**config.mk**
```make
export PLATFORM = sky130hd
export DESIGN_NAME = rv32i_lsu_mem_master
export DESIGN_NICKNAME = d
export VERILOG_FILES = /design/src/rtl/rv32i_lsu_mem_master.sv
export SDC_FILE = /design/constraint.sdc
export NUM_CORES = 1
export LEC_CHECK = 0
export BUFFER_PORTS_ARGS = -buffer_cell sky130_fd_sc_hd__buf_2
export CORE_MARGIN = 4
export CORE_UTILIZATION = 50
export DETAILED_ROUTE_END_ITERATION = 8
export PLACE_DENSITY = 0.9
export SYNTH_ARGS = -nofsm -noshare
export SYNTH_HDL_FRONTEND = slang
export SYNTH_SLANG_ARGS = --single-unit
```
**constraint.sdc**
```tcl
create_clock -name clk -period 2.8 [get_ports clk]
set_input_delay 0.28 -clock clk [delete_from_list [all_inputs] [get_ports clk]]
set_output_delay 0.28 -clock clk [all_outputs]
set_load 0.01 [all_outputs]
```
**src/rtl/rv32i_lsu_mem_master.sv**
```systemverilog
// rtl/rv32i_lsu_mem_master.sv - RV32I load/store unit driving a byte-addressed RAM port
`ifndef MEM_READ
`define MEM_READ       2'd0
`define MEM_WRITE_WORD 2'd1
`define MEM_WRITE_HALF 2'd2
`define MEM_WRITE_BYTE 2'd3
`endif

module rv32i_lsu_mem_master #(
    parameter int ADDR_WIDTH = 5
) (
    input  logic                  clk,
    input  logic                  rst,
    input  logic                  req_valid,
    output logic                  req_ready,
    input  logic                  req_write,
    input  logic [2:0]            req_funct3,
    input  logic [31:0]           req_addr,
    input  logic [31:0]           req_wdata,
    output logic                  resp_valid,
    output logic [31:0]           resp_rdata,
    output logic                  resp_fault,
    output logic [1:0]            mem_mode,
    output logic [ADDR_WIDTH-1:0] mem_address,
    output logic [31:0]           mem_write_value,
    input  logic [31:0]           mem_value
);

    typedef enum logic [1:0] {IDLE, ACCESS, CAPTURE, RESP} state_t;

    state_t                state_q, state_d;
    logic                  req_ready_q, req_ready_d;
    logic                  resp_valid_q, resp_valid_d;
    logic [31:0]           resp_rdata_q, resp_rdata_d;
    logic                  resp_fault_q, resp_fault_d;
    logic [1:0]            mem_mode_q, mem_mode_d;
    logic [ADDR_WIDTH-1:0] mem_address_q, mem_address_d;
    logic [31:0]           mem_write_value_q, mem_write_value_d;
    logic                  write_q, write_d;
    logic [2:0]            funct3_q, funct3_d;
    logic                  fault_q, fault_d;

    logic                  accept_fault;
    logic [31:0]           load_data;
    logic [7:0]            b0, b1, b2, b3;

    // RAM returns the byte at the access address in the top lane
    assign b0 = mem_value[31:24];
    assign b1 = mem_value[23:16];
    assign b2 = mem_value[15:8];
    assign b3 = mem_value[7:0];

    always_comb begin
        accept_fault = (req_addr[31:ADDR_WIDTH] != '0);
        if (req_write) begin
            if (req_funct3 > 3'b010) accept_fault = 1'b1;
        end else begin
            if (req_funct3 == 3'b011 || req_funct3 == 3'b110 || req_funct3 == 3'b111)
                accept_fault = 1'b1;
        end
    end

    always_comb begin
        case (funct3_q)
            3'b000:  load_data = {{24{b0[7]}}, b0};
            3'b001:  load_data = {{16{b1[7]}}, b1, b0};
            3'b010:  load_data = {b3, b2, b1, b0};
            3'b100:  load_data = {24'd0, b0};
            3'b101:  load_data = {16'd0, b1, b0};
            default: load_data = 32'd0;
        endcase
    end

    always_comb begin
        state_d           = state_q;
        req_ready_d       = req_ready_q;
        resp_valid_d      = resp_valid_q;
        resp_rdata_d      = resp_rdata_q;
        resp_fault_d      = resp_fault_q;
        mem_mode_d        = mem_mode_q;
        mem_address_d     = mem_address_q;
        mem_write_value_d = mem_write_value_q;
        write_d           = write_q;
        funct3_d          = funct3_q;
        fault_d           = fault_q;
        case (state_q)
            IDLE: begin
                if (req_valid) begin
                    state_d       = ACCESS;
                    req_ready_d   = 1'b0;
                    write_d       = req_write;
                    funct3_d      = req_funct3;
                    fault_d       = accept_fault;
                    mem_address_d = req_addr[ADDR_WIDTH-1:0];
                    if (req_write && !accept_fault) begin
                        mem_write_value_d = req_wdata;
                        case (req_funct3)
                            3'b000:  mem_mode_d = `MEM_WRITE_BYTE;
                            3'b001:  mem_mode_d = `MEM_WRITE_HALF;
                            default: mem_mode_d = `MEM_WRITE_WORD;
                        endcase
                    end
                end
            end
            ACCESS: begin
                // RAM samples the write mode at this edge; drop back to the side-effect-free code
                mem_mode_d = `MEM_READ;
                state_d    = CAPTURE;
            end
            CAPTURE: begin
                resp_valid_d = 1'b1;
                resp_fault_d = fault_q;
                resp_rdata_d = (fault_q || write_q) ? 32'd0 : load_data;
                state_d      = RESP;
            end
            default: begin
                resp_valid_d = 1'b0;
                req_ready_d  = 1'b1;
                state_d      = IDLE;
            end
        endcase
    end

    always_ff @(posedge clk) begin
        if (rst) begin
            state_q           <= IDLE;
            req_ready_q       <= 1'b1;
            resp_valid_q      <= 1'b0;
            resp_rdata_q      <= 32'd0;
            resp_fault_q      <= 1'b0;
            mem_mode_q        <= `MEM_READ;
            mem_address_q     <= '0;
            mem_write_value_q <= 32'd0;
            write_q           <= 1'b0;
            funct3_q          <= 3'd0;
            fault_q           <= 1'b0;
        end else begin
            state_q           <= state_d;
            req_ready_q       <= req_ready_d;
            resp_valid_q      <= resp_valid_d;
            resp_rdata_q      <= resp_rdata_d;
            resp_fault_q      <= resp_fault_d;
            mem_mode_q        <= mem_mode_d;
            mem_address_q     <= mem_address_d;
            mem_write_value_q <= mem_write_value_d;
            write_q           <= write_d;
            funct3_q          <= funct3_d;
            fault_q           <= fault_d;
        end
    end

    assign req_ready       = req_ready_q;
    assign resp_valid      = resp_valid_q;
    assign resp_rdata      = resp_rdata_q;
    assign resp_fault      = resp_fault_q;
    assign mem_mode        = mem_mode_q;
    assign mem_address     = mem_address_q;
    assign mem_write_value = mem_write_value_q;

endmodule
```
==> metrics.txt, run 1 <==
WL final 9500 µm; Final Hold Viols 0; CTS sink count 81; synth top area cells dfxtp_1, mux2i_1, nand2b_1, nand2_1, a21o_1; htree depth 3; antenna cells 0; Max-Cap Viols 0; commonest cells in the netlist dfxtp_1, nand2b_1, nand2_1; worst-path fanout max 34; Mapped Avg Cell Area 9.16 µm²; Final WS setup between 0.4 and 0.5 ns; period utilization between 80% and 90%; GP Congestion between 0.7 and 0.8; CP arrival 2.57 ns; Synth Warn # 0; I/O Buffers approximately 180; Slew Limit Fails 0; Worst Tran Pin Value roughly 0.88 ns; Die W roughly 94 µm; CTS Buffer Depth 2; Slew headroom 40.8%; hold_buf cts 0; CP startpoint kind flip-flop; most common cell in the netlist dfxtp_1; Worst VDD drop 0.407 mV; GRT Resource Usage Total between 20% and 30%; WL/cell between 10 and 15 µm; Seq cells post-synth 81; Syn Nets 511; share of cells above drive strength 1 a little under two fifths; Post-CTS Setup Repair Bufs 0; register area share after synthesis 43.7%; DRT iter0 DRCs roughly 110; Fmax 434 MHz; placed cell areas approximately 4600 µm²; pre-CTS setup slack 0.569 ns; PwrDens 646 nW/µm²; Die Height 94.1 µm; vias in the first global route 3307; full die area 8860 µm²; area leader, netlist dfxtp_1; Cell Rows 31; core footprint 7210 µm²; setup TNS 0 ns; FILL cells 628; Worst-Skew Late Latency 0.35 ns; post-synthesis instance total between 400 and 500; dpl hpwl about 7100 µm; final clock skew approximately 0.011 ns; number of buffers created by CTS 9; status finished clean; Final nets 671; Tmin final 2.31 ns; Final setup viols 0; Post-synth EDFFs 0; Ports 177; Starting Density between 50% and 60%; leakage power 2.07 nW; fraction of registers with async set/reset 0%; Mapped Area 3710 µm²; DRC Markers 0; clock tree from TritonCTS done; top-area cell type share of the netlist area a little over two fifths; Critical Path Sink Type flip-flop; RSZ-0062 raised after global routing no; Root Buffer clkbuf_8; Pre-antenna DRT Iters 4; Overflow after GRT 0; largest net degree at the start of global routing 74; Hold Crit Class primary input to flip-flop; post-CTS sizing 0; fin area about 4800 µm²; Post-DRT Antenna Nets 0; synth-to-layout area growth 28.9%; Cell variety after synth 32; clk slew on worst S/H paths 0.08 ns; antenna violations before repair 0; DR vias/cell 5.10; first-pass GRT wire length 15000 µm; WP data required between 3 and 4 ns; Synth Flop Type dfxtp_1; vias 3413; critical path class flip-flop to flip-flop
==> path summary, 6_finish.rpt <==
path	from	slack [ns]	cells past startpoint	to
setup / recovery	state_q[1]$_SDFFE_PP0N_	0.49	7	mem_write_value[7]$_SDFFE_PP0P_
hold / removal	req_addr[2]	0.17	3	mem_address[2]$_SDFFE_PP0P_
setup reg to reg	state_q[1]$_SDFFE_PP0N_	0.49	7	mem_write_value[7]$_SDFFE_PP0P_
hold reg to reg	mem_address[3]$_SDFFE_PP0P_	0.46	2	mem_address[3]$_SDFFE_PP0P_
==> state kept, by name, indices dropped and copies added (netlist names), 2 cells and up <==
| signal | count |
|---|---|
| resp_rdata | 32 |
| mem_write_value | 32 |
| state_q | 2 |
| funct3_q | 3 |
| mem_mode | 2 |
| mem_address | 5 |
==> cells by family (layout without fill, tap and decap cells) <==
| family | Yosys count | count (layout) | share of synthesized area (%) |
|---|---|---|---|
| AOI/OAI and AO/OA | 75 | 75 | 14.4 |
| adders and majority gates | 3 | 3 | 1.01 |
| buffers and inverters | 35 | 200 | 5.43 |
| DFF | 81 | 81 | 43.7 |
| muxes | 44 | 44 | 11.9 |
| and+or+nand+nor | 167 | 167 | 23.6 |
==> worst max-delay path, cell delays in order (launching register included) <==
cell and delay (ns):
dfxtp_1 0.33, inv_1 0.11, ha_1 0.29, and2_1 0.40, nand2_1 0.17, nor4_4 0.15
buf_4 0.51, mux2i_1 0.26
==> where the power goes <==
part / leakage (nW) / total [mW] / internal [mW] / switching [mW]
Sequential: 0.656 / 1.34 / 1.27 / 0.0698
Clock: 0.0925 / 0.866 / 0.419 / 0.446
Combinational: 1.33 / 0.881 / 0.357 / 0.524
Total: 2.07 / 3.09 / 2.05 / 1.04
==> stage by stage <==
| step | cells | utilization (%) | power [mW] | hold slack (ns) |
|---|---|---|---|---|
| after detailed placement | 653 | 63.5 | 2.24 | 0.445 |
| after floorplan | 405 | - | 1.96 | 0.416 |
| final | 669 | 66.3 | 3.09 | 0.171 |
| after global placement | 653 | 63.5 | 2.20 | 0.442 |
| after global routing | 669 | 66.3 | 3.27 | 0.139 |
| after CTS | 669 | 66.3 | 3.11 | 0.159 |
==> layout make-up <==
class	instances	area [µm²]	area share [%]
tap	99	124	2.59
clock buffer	9	124	2.59
sequential	81	1620	33.9
inverter	4	15.0	0.314
multi-input combinational	289	1890	39.6
clock inverter	7	78.8	1.65
timing repair buffer	180	923	19.3
==> placed cells by master, fill, tap and decap left out, drive strengths merged, types with 7 or more instances in the layout <==
cell type / n
clkbuf: 9
dfxtp: 81
buf: 180
a21o: 16
o2bb2ai: 8
nand2b: 66
nor4: 7
nand2: 57
a21oi: 28
mux2i: 44
nor2: 24
a22oi: 16
==> layer usage <==
layer	track usage (%)	vias to the layer above	share of wire, %
li1	-	1690	-
met1	23.9	1587	40
met2	38.3	114	53
met3	4.57	22	5.0
met4	8.42	0	2.5
met5	0	-	0
Note: power is estimated with default switching activity, not from simulation.
==> run 2, diff against run 1 <==
- ABC_AREA: not set -> 1
- CORE_UTILIZATION: 50 -> 41
- PLACE_DENSITY: 0.9 -> 0.81
- clock period: 2.8 -> 1.89 ns (I/O delays scaled with it)
==> run 2 against run 1 <==
Against the previous run: critical path depth up 5; fmax up 31%; via count up 7.3%; wire length up 1.1%; sequential power up 52%; critical endpoint is now mem_write_value[13]$_SDFFE_PP0P_.
==> metrics.txt, run 2 <==
status finished clean; WL/cell 12.1 µm; antenna cells 0; WP data required 2.12 ns; count of placed standard cells including taps 773; vias 3661; Slew headroom 52.3%; GP Congestion 0.800; htree depth 3; Cell variety after synth 23; Cell Rows 33; Syn Nets 615; Max-Cap Viols 0; total power 4.95 mW; dpl hpwl 6950 µm; top-area cell type share of the netlist area between 40 and 50%; commonest non-fill, non-tap cell in the layout nand2_1; PwrDens ~1100 nW/µm²; internal power 3.33 mW; Synth Warn # 0; leakage power around 2.5 nW; DRT iter0 DRCs 80; most frequent cells in the layout nand2_1, buf_2, nor2_1; clk slew on worst S/H paths 0.08 ns; CP arrival 1.98 ns; switching share of power between 30% and 40%; Starting Density 41.7%; GRT Resource Usage Total 18.5%; period utilization 92.9%; worst-path fanout max 33; Layout Cells excl Fill about 800; flop2flop setup slack 0.13 ns; Overflow after GRT 0; Critical Path Sink Type flip-flop; Worst VDD drop between 0.4 and 0.5 mV; DR vias/cell 4.61; Final nets 790; CTS sink count 81; synth top area cells dfxtp_1, nand2_1, nor2_1, a21oi_1, inv_1; I/O Buffers approximately 180; CTS Buffer Depth 2; worst setup path startpoint state_q[0]$_SDFFE_PP0N_; Pre-antenna DRT Iters 4; core footprint 8180 µm²; vias in the first global route 3459; Switch Pwr 1.62 mW; area leader, netlist dfxtp_1; Fmax 569 MHz; FILL cells 787; clock tree from TritonCTS done; Mapped Avg Cell Area approximately 6.7 µm²; post-synthesis instance total 509; antenna violations before repair 0; reg2reg start state_q[0]$_SDFFE_PP0N_; Post-synth EDFFs 0; clock share of power about 28%; Final Hold Viols 0; most common cell in the netlist nand2_1; Reg2Reg Depth 12; fraction of registers with async set/reset 0%; Seq cells post-synth 81; first-pass GRT wire length approximately 15000 µm; commonest cells in the netlist nand2_1, nor2_1, dfxtp_1; final clock skew 0.0109 ns; synth-to-layout area growth 37.6%; Worst-Skew Late Latency 0.34 ns; Die W between 90 and 100 µm; WL final 9610 µm; Ports 177; register area share after synthesis a little under half; Comb pwr share 30.6%; Final setup viols 0; crit path capture mem_write_value[13]$_SDFFE_PP0P_; Root Buffer clkbuf_8; Slew Limit Fails 0; Synth Flop Type dfxtp_1; share of cells above drive strength 1 a little under a third; number of buffers created by CTS 9; CP startpoint kind flip-flop; Post-DRT Antenna Nets 0; RR Endpoint mem_write_value[13]$_SDFFE_PP0P_; Mapped Area 3410 µm²; Hold Crit Class primary input to flip-flop; Die Height 99.2 µm; Reg power frac slightly above 40%; Tmin final 1.76 ns; full die area 9850 µm²; critical path class flip-flop to flip-flop; DRC Markers 0; Worst Tran Pin Value 0.712 ns; Final Util 57.4%; largest net degree at the start of global routing 67
run 2: cell count changes in the layout (fill, tap and decap cells not counted), moves of 7 or more:
| cell | before | now |
|---|---|---|
| nand2b_1 | 66 | 0 |
| inv_1 | 4 | 39 |
| nand2_1 | 57 | 180 |
| a21oi_2 | 10 | 0 |
| mux2i_1 | 44 | 0 |
| o2bb2ai_1 | 8 | 0 |
| a22oi_1 | 16 | 0 |
| a21oi_1 | 18 | 39 |
| buf_4 | 3 | 10 |
| a21o_1 | 16 | 0 |
| o21ai_0 | 4 | 22 |
| nor2_1 | 24 | 99 |
run 2: critical path: stages, from the launching register on:
cell and delay (ns):
dfxtp_1 0.33, inv_2 0.09, ha_4 0.15, nand2_2 0.07
inv_4 0.08, nand2_1 0.07, nor2_2 0.10, nand3_2 0.09
nor2_4 0.17, nand2_4 0.11, clkbuf_16 0.22, nor2_1 0.11
nor2_1 0.05
run 2: worst min-delay path by stage:
stage / start / end / slack [ns] / depth (start not counted)
final: req_wdata[19] / mem_write_value[19]$_SDFFE_PP0P_ / 0.07 / 3
after global routing: req_wdata[28] / mem_write_value[28]$_SDFFE_PP0P_ / 0.06 / 3
after CTS: req_wdata[30] / mem_write_value[30]$_SDFFE_PP0P_ / 0.05 / 3
after detailed placement: req_wdata[6] / mem_write_value[6]$_SDFFE_PP0P_ / 0.42 / 3
after global placement: req_wdata[14] / mem_write_value[14]$_SDFFE_PP0P_ / 0.41 / 3
after floorplan: req_wdata[0] / mem_write_value[0]$_SDFFE_PP0P_ / 0.32 / 2
run 2: power groups by stage:
stage | Combinational, mW | Sequential [mW] | Clock (mW)
finish | 1.51 | 2.04 | 1.39
floorplan | 0.851 | 2.14 | 0
detailed placement | 1.44 | 2.08 | 0
global placement | 1.40 | 2.07 | 0
global route | 1.72 | 2.07 | 1.51
CTS | 1.45 | 2.04 | 1.44
run 2: per-layer routing:
metal	global-route usage [%]	up-vias	wire length [µm]
met5	0	-	0
met4	5.67	0	134
met3	7.64	16	980
met2	30.4	138	4540
met1	22.2	1609	3960
li1	-	1898	-
run 2: final cells by class:
class                   count  area (µm²)  area share, %
clock inverters             2        60.1           1.28
repair buffers            189        1030           21.8
clock buffers              14         163           3.46
well taps                 105         131           2.80
flip-flops and latches     81        1620           34.5
inverters                  43         164           3.49
multi-input cells         360        1530           32.6
run 2: cells by family after synthesis:
logic type | share of synthesized area [%]
and+or+nand+nor | 33.2
DFF | 47.5
buffers and inverters | 8.29
AOI/OAI and AO/OA | 9.94
adders and majority gates | 1.10
run 2: metrics by stage:
step	hold WS, ns	setup WS [ns]	setup TNS (ns)	instance area (µm²)
2_1_floorplan	0.324	0.218	0	3410
3_3_place_gp	0.410	0.214	0	4380
3_5_place_dp	0.418	0.0500	0	4380
4_1_cts	0.0536	0.0207	0	4600
5_1_grt	0.0611	-0.0158	-0.0502	4700
6_report	0.0747	0.134	0	4700
run 2: what timing repair did:
action                                  CTS  global route
endpoints found under the setup margin    0            34
setup buffers                             0             3
gates resized for setup                   0             6
hold buffers                              0             0
